**src/rtl/fir_decim_buffer.sv**
```systemverilog
// Post-FIR stage: drops the filter fill transient, decimates by DECIM and buffers kept
// samples in a first-word-fall-through FIFO drained by a valid/ready handshake.
module fir_decim_buffer #(
  parameter int unsigned DATA_W  = 12,
  parameter int unsigned DECIM   = 2,
  parameter int unsigned DISCARD = 20,
  parameter int unsigned DEPTH   = 8,
  parameter int unsigned ADDR_W  = 3
) (
  input  logic                     clk,
  input  logic                     rst,
  input  logic                     in_valid,
  input  logic signed [DATA_W-1:0] in_data,
  output logic                     out_valid,
  input  logic                     out_ready,
  output logic signed [DATA_W-1:0] out_data,
  output logic [ADDR_W:0]          fifo_count,
  output logic                     overflow
);

  localparam int unsigned WarmW = (DISCARD > 0) ? $clog2(DISCARD + 1) : 1;
  localparam int unsigned PhW   = (DECIM > 1) ? $clog2(DECIM) : 1;

  localparam logic [WarmW-1:0] WarmLast  = WarmW'((DISCARD > 0) ? DISCARD - 1 : 0);
  localparam logic [PhW-1:0]   PhLast    = PhW'(DECIM - 1);
  localparam logic [ADDR_W:0]  CountFull = (ADDR_W + 1)'(DEPTH);

  typedef enum logic {StWarmup, StRun} state_e;

  // With nothing to discard the block comes out of reset already running.
  localparam state_e StReset = (DISCARD == 0) ? StRun : StWarmup;

  state_e                 state_q, state_d;
  logic [WarmW-1:0]       warm_cnt_q, warm_cnt_d;
  logic [PhW-1:0]         phase_q, phase_d;
  logic [ADDR_W-1:0]      wr_ptr_q, rd_ptr_q;
  logic [ADDR_W:0]        count_q, count_d;
  logic                   overflow_q;
  logic [DATA_W-1:0]      mem_q [DEPTH];

  logic keep, push, pop;

  always_comb begin
    state_d    = state_q;
    warm_cnt_d = warm_cnt_q;
    phase_d    = phase_q;
    keep       = 1'b0;
    unique case (state_q)
      StWarmup: begin
        if (in_valid) begin
          warm_cnt_d = warm_cnt_q + 1'b1;
          if (warm_cnt_q == WarmLast) begin
            state_d = StRun;
            phase_d = '0;
          end
        end
      end
      StRun: begin
        if (in_valid) begin
          keep    = (phase_q == '0);
          phase_d = (phase_q == PhLast) ? '0 : phase_q + 1'b1;
        end
      end
      default: state_d = StReset;
    endcase
  end

  assign out_valid  = (count_q != '0);
  assign out_data   = mem_q[rd_ptr_q];
  assign fifo_count = count_q;
  assign overflow   = overflow_q;

  // A full FIFO still accepts a sample when a word leaves on the same edge.
  assign pop  = out_valid && out_ready;
  assign push = keep && ((count_q != CountFull) || pop);

  always_comb begin
    count_d = count_q;
    unique case ({push, pop})
      2'b10:   count_d = count_q + 1'b1;
      2'b01:   count_d = count_q - 1'b1;
      default: count_d = count_q;
    endcase
  end

  always_ff @(posedge clk or posedge rst) begin
    if (rst) begin
      state_q    <= StReset;
      warm_cnt_q <= '0;
      phase_q    <= '0;
      wr_ptr_q   <= '0;
      rd_ptr_q   <= '0;
      count_q    <= '0;
      overflow_q <= 1'b0;
    end else begin
      state_q    <= state_d;
      warm_cnt_q <= warm_cnt_d;
      phase_q    <= phase_d;
      count_q    <= count_d;
      overflow_q <= overflow_q | (keep & ~push);
      if (push) wr_ptr_q <= wr_ptr_q + 1'b1;
      if (pop)  rd_ptr_q <= rd_ptr_q + 1'b1;
    end
  end

  // Storage is cleared so out_data reads 0 after reset.
  always_ff @(posedge clk or posedge rst) begin
    if (rst) begin
      for (int i = 0; i < DEPTH; i++) mem_q[i] <= '0;
    end else if (push) begin
      mem_q[wr_ptr_q] <= in_data;
    end
  end

endmodule

```
**config.mk**
```make
export PLATFORM = sky130hd
export DESIGN_NAME = fir_decim_buffer
export DESIGN_NICKNAME = d
export VERILOG_FILES = /design/src/rtl/fir_decim_buffer.sv
export SDC_FILE = /design/constraint.sdc
export NUM_CORES = 1
export LEC_CHECK = 0
export CELL_PAD_IN_SITES_DETAIL_PLACEMENT = 0
export CELL_PAD_IN_SITES_GLOBAL_PLACEMENT = 1
export CORE_UTILIZATION = 49
export DETAILED_ROUTE_END_ITERATION = 10
export DONT_BUFFER_PORTS = 1
export PLACE_DENSITY = 0.73
export SYNTH_ARGS = -nofsm -noshare
export SYNTH_HDL_FRONTEND = slang
export SYNTH_SLANG_ARGS = --single-unit
export TNS_END_PERCENT = 5
```
**constraint.sdc**
```tcl
create_clock -name clk -period 4.3 [get_ports clk]
set_input_delay 1.075 -clock clk [delete_from_list [all_inputs] [get_ports clk]]
set_output_delay 1.075 -clock clk [all_outputs]
set_load 0.03 [all_outputs]
```
### Yosys cells after proc, flatten, opt, wreduce, memory -nomap -nowiden

Index checks and enable logic that the tools add are counted.

* magnitude comparators: 3
* bitwise operators: 7
* equality and inequality tests: 7
* add/sub/neg operators: 6
* multiplexer cells: 17
* reduce and logical (&&, ||, !) cells: 8

Operators by type and width (number)
* $bwmux W96: 1
* $bmux W12 S3: 1
* $demux W12 S3: 1
* $mux W12: 3
* $mux W1: 9
* $ge A4 B4 Y1 const B: 2
* $not A3 Y4: 2
* $pmux W4 S2: 1
* $add A3 B1 Y3 const B: 2
* $ne A2 B2 Y1 const B: 3
* $add A5 B1 Y5 const B: 1
* $eq A5 B5 Y1 const B: 1
* $add A4 B1 Y4 const B: 1
* $lt A4 B1 Y1 const B: 1
* $ne A4 B4 Y1 const B: 1
* $reduce_bool A4 Y1: 1
* $sub A4 B1 Y4 const B: 1
* $logic_and A1 B1 Y1: 3
* $not A1 Y1: 3
* $reduce_and A3 Y1: 1
* $eq A2 B1 Y1 const B: 1
* $eq A2 B2 Y1 const B: 1
* $pmux W1 S2: 1
* $reduce_and A2 Y1: 1
* other kinds (5): 5

* flip-flop bits (word level): 114
* word-level logic and storage cells: 63

### Logic depth before layout (Yosys ltp)

* depth after elaboration: 7
* gate-level depth with buffers: 9
* gate-level depth less buffers: 8

### Worst setup path after synthesis

OpenSTA, ideal clock, no wires.

* kind: input-to-reg
* start point: input port out_ready
* end point: register count_q[3] (netlist: fifo_count[3])
* arrival time: 3.150 ns
* stages on the path: 9
* buffers on the path: 1
* setup time: 0.134 ns
* data required time: 4.166 ns
* slack: 1.016 ns
* path through: nor2b_1 -> buf_6 -> a21oi_1 -> inv_1 -> ha_1 -> ha_1 -> or4b_2 -> o311ai_0 -> o211ai_1

* word-level cells in the longest chain between the ends: 5
* elaborated cells between the ends (all ways): 7
* classes of those cells: 2 x eq/ne; 1 x mux; 4 x reduce/logical

Ends and longest elaborated chain
* start, declared: line 15 `input logic out_ready,`
* $logic_and A1 B1 Y1 (*): line 74 `assign pop = out_valid && out_ready;`
* $logic_or A1 B1 Y1: line 75 `assign push = keep && ((count_q != CountFull) || pop);`
* $logic_and A1 B1 Y1: line 75
* $eq A2 B1 Y1 / $eq A2 B2 Y1 (equally long branches): line 79 `unique case ({push, pop})`
* $pmux W4 S2 / $reduce_bool A2 Y1 (equally long branches)
* end signal, assigned: line 99 `count_q <= count_d;`
* end, declared: line 37 `logic [ADDR_W:0] count_q, count_d;`

Mark *: on every way between the ends. The rest lies on a longest branch, timed or not.
A chain may end at the register's enable or synchronous reset.

### Worst setup path after layout

* start point: register count_q[0] (netlist: fifo_count[0])
* end point: register count_q[3] (netlist: fifo_count[3])

* word-level cells in the longest chain between the ends: 6
* elaborated cells between the ends (all ways): 11
* classes of those cells: 2 x add/sub; 3 x eq/ne; 1 x mux; 5 x reduce/logical

Ends and longest elaborated chain
* $reduce_bool A4 Y1 (*): line 68 `assign out_valid = (count_q != '0);`
* named net out_valid: line 14 `output logic out_valid,`
* $logic_and A1 B1 Y1 (*): line 74
* named net pop: line 41 `logic keep, push, pop;`
* $logic_or A1 B1 Y1: line 75
* $logic_and A1 B1 Y1: line 75
* $eq A2 B1 Y1 / $eq A2 B2 Y1 (equally long branches): line 79
* $pmux W4 S2 / $reduce_bool A2 Y1 (equally long branches)

Mark *: on every way through the listed nets, which the timed path passes. The rest lies on a longest branch.

==> parameters.txt <==
Parameter                              Value

Timing
  Final critical path time including I/O delays and setup    between 3 and 4 ns
  Max transition margin    between 40% and 50%
  Worst-margin pin slew    roughly 0.86 ns
  Clk_skew    about 0.011 ns
  Max-slew violation total from the final report    0
  Final hold violation count    0
  Setup TNS    0 ns
  Fmax    between 200 and 300 MHz
  Period utilization    roughly four fifths
  Unrepaired setup endpoints after global routing    false
  Setup violation total in the final timing report    0

Clocking
  Hold-fix buffers, CTS    0
  Postcts setup bufs    0
  Number of buffers created by CTS    17
  Cell chosen for the clock root    clkbuf_16
  Clock transition time at the flip-flop clock pins of the worst setup and hold paths    about 0.050 ns
  Clock tree buffer depth    2
  TritonCTS clock tree    yes
  CTS HTree Levels    4
  Post-cts gate resize count    0
  Clock insertion delay at the later pin of the skew report    about 0.40 ns
  CTS sink cnt    114

Finish
  Fraction of layout cells with a size suffix above 1    between 50% and 60%
  Number of nets at the end of the flow    377
  Filler cell count in the final layout    approximately 900
  Area overhead of the layout relative to synthesis    10.9%
  Diodes inserted    0

Power
  Peak supply drop    0.401 mV
  Pwr per Cell Area    675 nW/µm²
  Tot Pwr    approximately 4.3 mW
  Lkg Pwr    2.90 nW

Worst setup path
  Slowest CP cell    or4_1
  Largest driver fanout on the critical path    9
  Most frequent CP cell    ha_1
  Crit path launch type    flip-flop
  Worst setup path class    flip-flop to flip-flop
  R2r startpoint    fifo_count[0]
  Crit path arrival time    about 3.7 ns
  Required arrival time at the worst endpoint    4.57 ns
  Critical-path cell list    or4_1 > nand2_1 > inv_1 > ha_1 > ha_1 > or4b_2 > o311ai_0 > o211ai_1
  Critical Path End Type    flip-flop
  Worst setup path start    fifo_count[0]
  Worst stage delay on the critical path    around 0.8 ns

Routing
  Remaining antenna violation count after routing    0
  Detailed-router iteration count before antenna repair    4
  Post-DR wirelength/cell    between 20 and 25 µm
  Detailed router's first-iteration violation count    115
  DRC violations left    0
  Per-cell via count in the routed design    5.70
  Vias after detailed routing    2890
  Final wirelength    10700 µm

Synthesis
  Async set or reset register ratio after synthesis    100%
  Mapped Avg Cell Area    17.0 µm²
  Unique masters post-synth    38
  Combined area of all synthesized cells    between 5000 and 6000 µm²
  Top cell type by total area after synthesis    dfrtp_1
  Mux cell area share after synthesis    about 36%
  Area fraction in compound gates after synthesis    5.28%
  Number of standard cells after synthesis    between 300 and 400
  Xor and xnor fraction of the mapped netlist area    between 1.5 and 2%
  Cells taking the most area after synthesis    dfrtp_1 49%, mux2_4 18%, mux4_2 9.3%, mux2_2 8.2%, a2111oi_4 3.8%
  Register area share after synthesis    just under 50%
  Synthesis warning total    0
  Dominant combinational cell family by area after synthesis    multiplexers
  Proportion of netlist area held by the largest area contributor    49.3%
  Number of synthesized flops with an enable pin    0
  Total nets after synthesis    ~360
  Adder-cell area share of the yosys netlist    between 1.5 and 2%
  Number of synthesized register bits    approximately 110
  Simple-gate share of the synthesized area    2.70%
  Predominant post-synthesis flop cell    dfrtp_1

GRT
  Via count of the first global-routing pass    about 3200
  Grt peak-use layer    met2
  Pin count of the biggest net entering global routing    67
  Met1 Resource Use GR    a little over a quarter
  Initial antenna violation count    0
  Global-route wire length before repair    about 18000 µm
  Overall fraction of global-route tracks in use    between 15 and 20%
  Remaining global-route overflow    0
  Global-route track usage on met3    6.51%
  GR met2 Demand/Resource    between 20% and 30%

Job
  Number of maximum-capacitance violations    0

Die
  Floorplan die height    111 µm
  I/O pin total    34
  Row cnt    39
  Placeable Area    11500 µm²
  Initial core utilization    roughly half
  DIE WIDTH    about 110 µm
  Floorplan die area    12200 µm²

Placed design
  Post-DP HPWL    ~6500 µm
  Gp weighted congestion    ~0.70
  IO buf count    0

Status
  Status    complete, no violations

Min path
  Type of the most critical hold path    flip-flop to flip-flop
  Start point of the worst min-delay path    phase_q
==> through the flow <==
stage	util (%)	hold slack (ns)	cell area (µm²)	setup WS, ns	cells
2_1_floorplan	-	0.446	5790	0.209	340
5_1_grt	56.0	0.514	6420	0.804	507
3_5_place_dp	51.6	0.483	5920	0.813	478
3_3_place_gp	51.6	0.473	5920	0.952	478
6_report	56.0	0.491	6420	0.917	507
4_1_cts	56.0	0.493	6420	0.923	507
==> registers in the layout, summed over array words and instances, names as in the netlist <==
name        flops
fifo_count      4
mem_q          96
overflow        1
phase_q         1
rd_ptr_q        3
state_q         1
warm_cnt_q      5
wr_ptr_q        3
==> worst max-delay path: cells and delay by family, from the launching register on <==
family	cells	cell delay [ns]
AO/OA/AOI/OAI	2	0.28
adder cells (fa/ha/maj)	2	0.67
buffers and inverters	1	0.06
flip-flops	1	0.56
AND/OR/NAND/NOR	3	1.67
==> layer usage <==
metal / up-vias / wire length [µm]
met2: 49 / 5010
met5: - / 0
met3: 5 / 445
met1: 1541 / 5160
li1: 1295 / -
met4: 0 / 66
==> cells in the final DEF, fill, tap and decap left out, types with 2 or more instances in the layout <==
master / n
a2111oi_4: 8
a21oi_1: 4
buf_12: 2
buf_4: 12
clkbuf_1: 2
clkbuf_16: 17
clkbuf_8: 2
clkinv_2: 8
dfrtp_1: 114
ha_1: 6
inv_1: 7
mux2_2: 42
mux2_4: 70
mux4_2: 24
nand2_1: 5
nand2b_1: 2
nand3_1: 2
nand4_1: 3
nor2_1: 2
nor3b_1: 2
xnor2_1: 7
xor2_1: 3
==> area by class of cell <==
class | count | area [µm²] | area share, %
Timing Repair Buffer | 14 | 130 | 2.03
Clock buffer | 21 | 460 | 7.17
Clock inverter | 8 | 40.0 | 0.624
Inverter | 9 | 36.3 | 0.565
Sequential cell | 114 | 2850 | 44.4
Multi-Input combinational cell | 198 | 2720 | 42.4
Tap cell | 143 | 179 | 2.79
==> where the power goes <==
part | total, mW | internal (mW) | switching, mW
combinational | 1.41 | 0.772 | 0.640
clock | 1.19 | 0.745 | 0.447
sequential | 1.73 | 1.40 | 0.330
total | 4.33 | 2.92 | 1.42
==> cells in the mapped netlist (2+ instances only) <==
master,n
mux2_2,42
buf_8,7
buf_6,3
nor2_1,2
dfrtp_1,114
mux4_2,24
nand2_1,5
xnor2_1,7
clkbuf_1,2
nor2b_1,2
inv_1,8
buf_2,7
mux2_4,70
nand4_1,3
a2111oi_4,8
xor2_1,3
nand2b_1,2
nor3b_1,2
a21oi_1,4
nand3_1,2
ha_1,6
==> cells by family after synthesis <==
family / count (synthesis)
muxes: 137
DFF: 114
buffers and inverters: 28
and+or+nand+nor: 24
AOI/OAI and AO/OA: 20
xor gates and xnor gates: 10
adders and majority gates: 7
==> final timing paths <==
kind,depth (start not counted),slack (ns),to
min in group asynchronous,1,0.72,mem_q[16]
worst max-delay path,8,0.92,fifo_count[3]
max in group asynchronous,2,2.80,mem_q[46]
worst max register to register,8,0.92,fifo_count[3]
worst min register to register,1,0.49,phase_q
worst min-delay path,1,0.49,phase_q
Note: power is estimated with default switching activity, not from simulation.
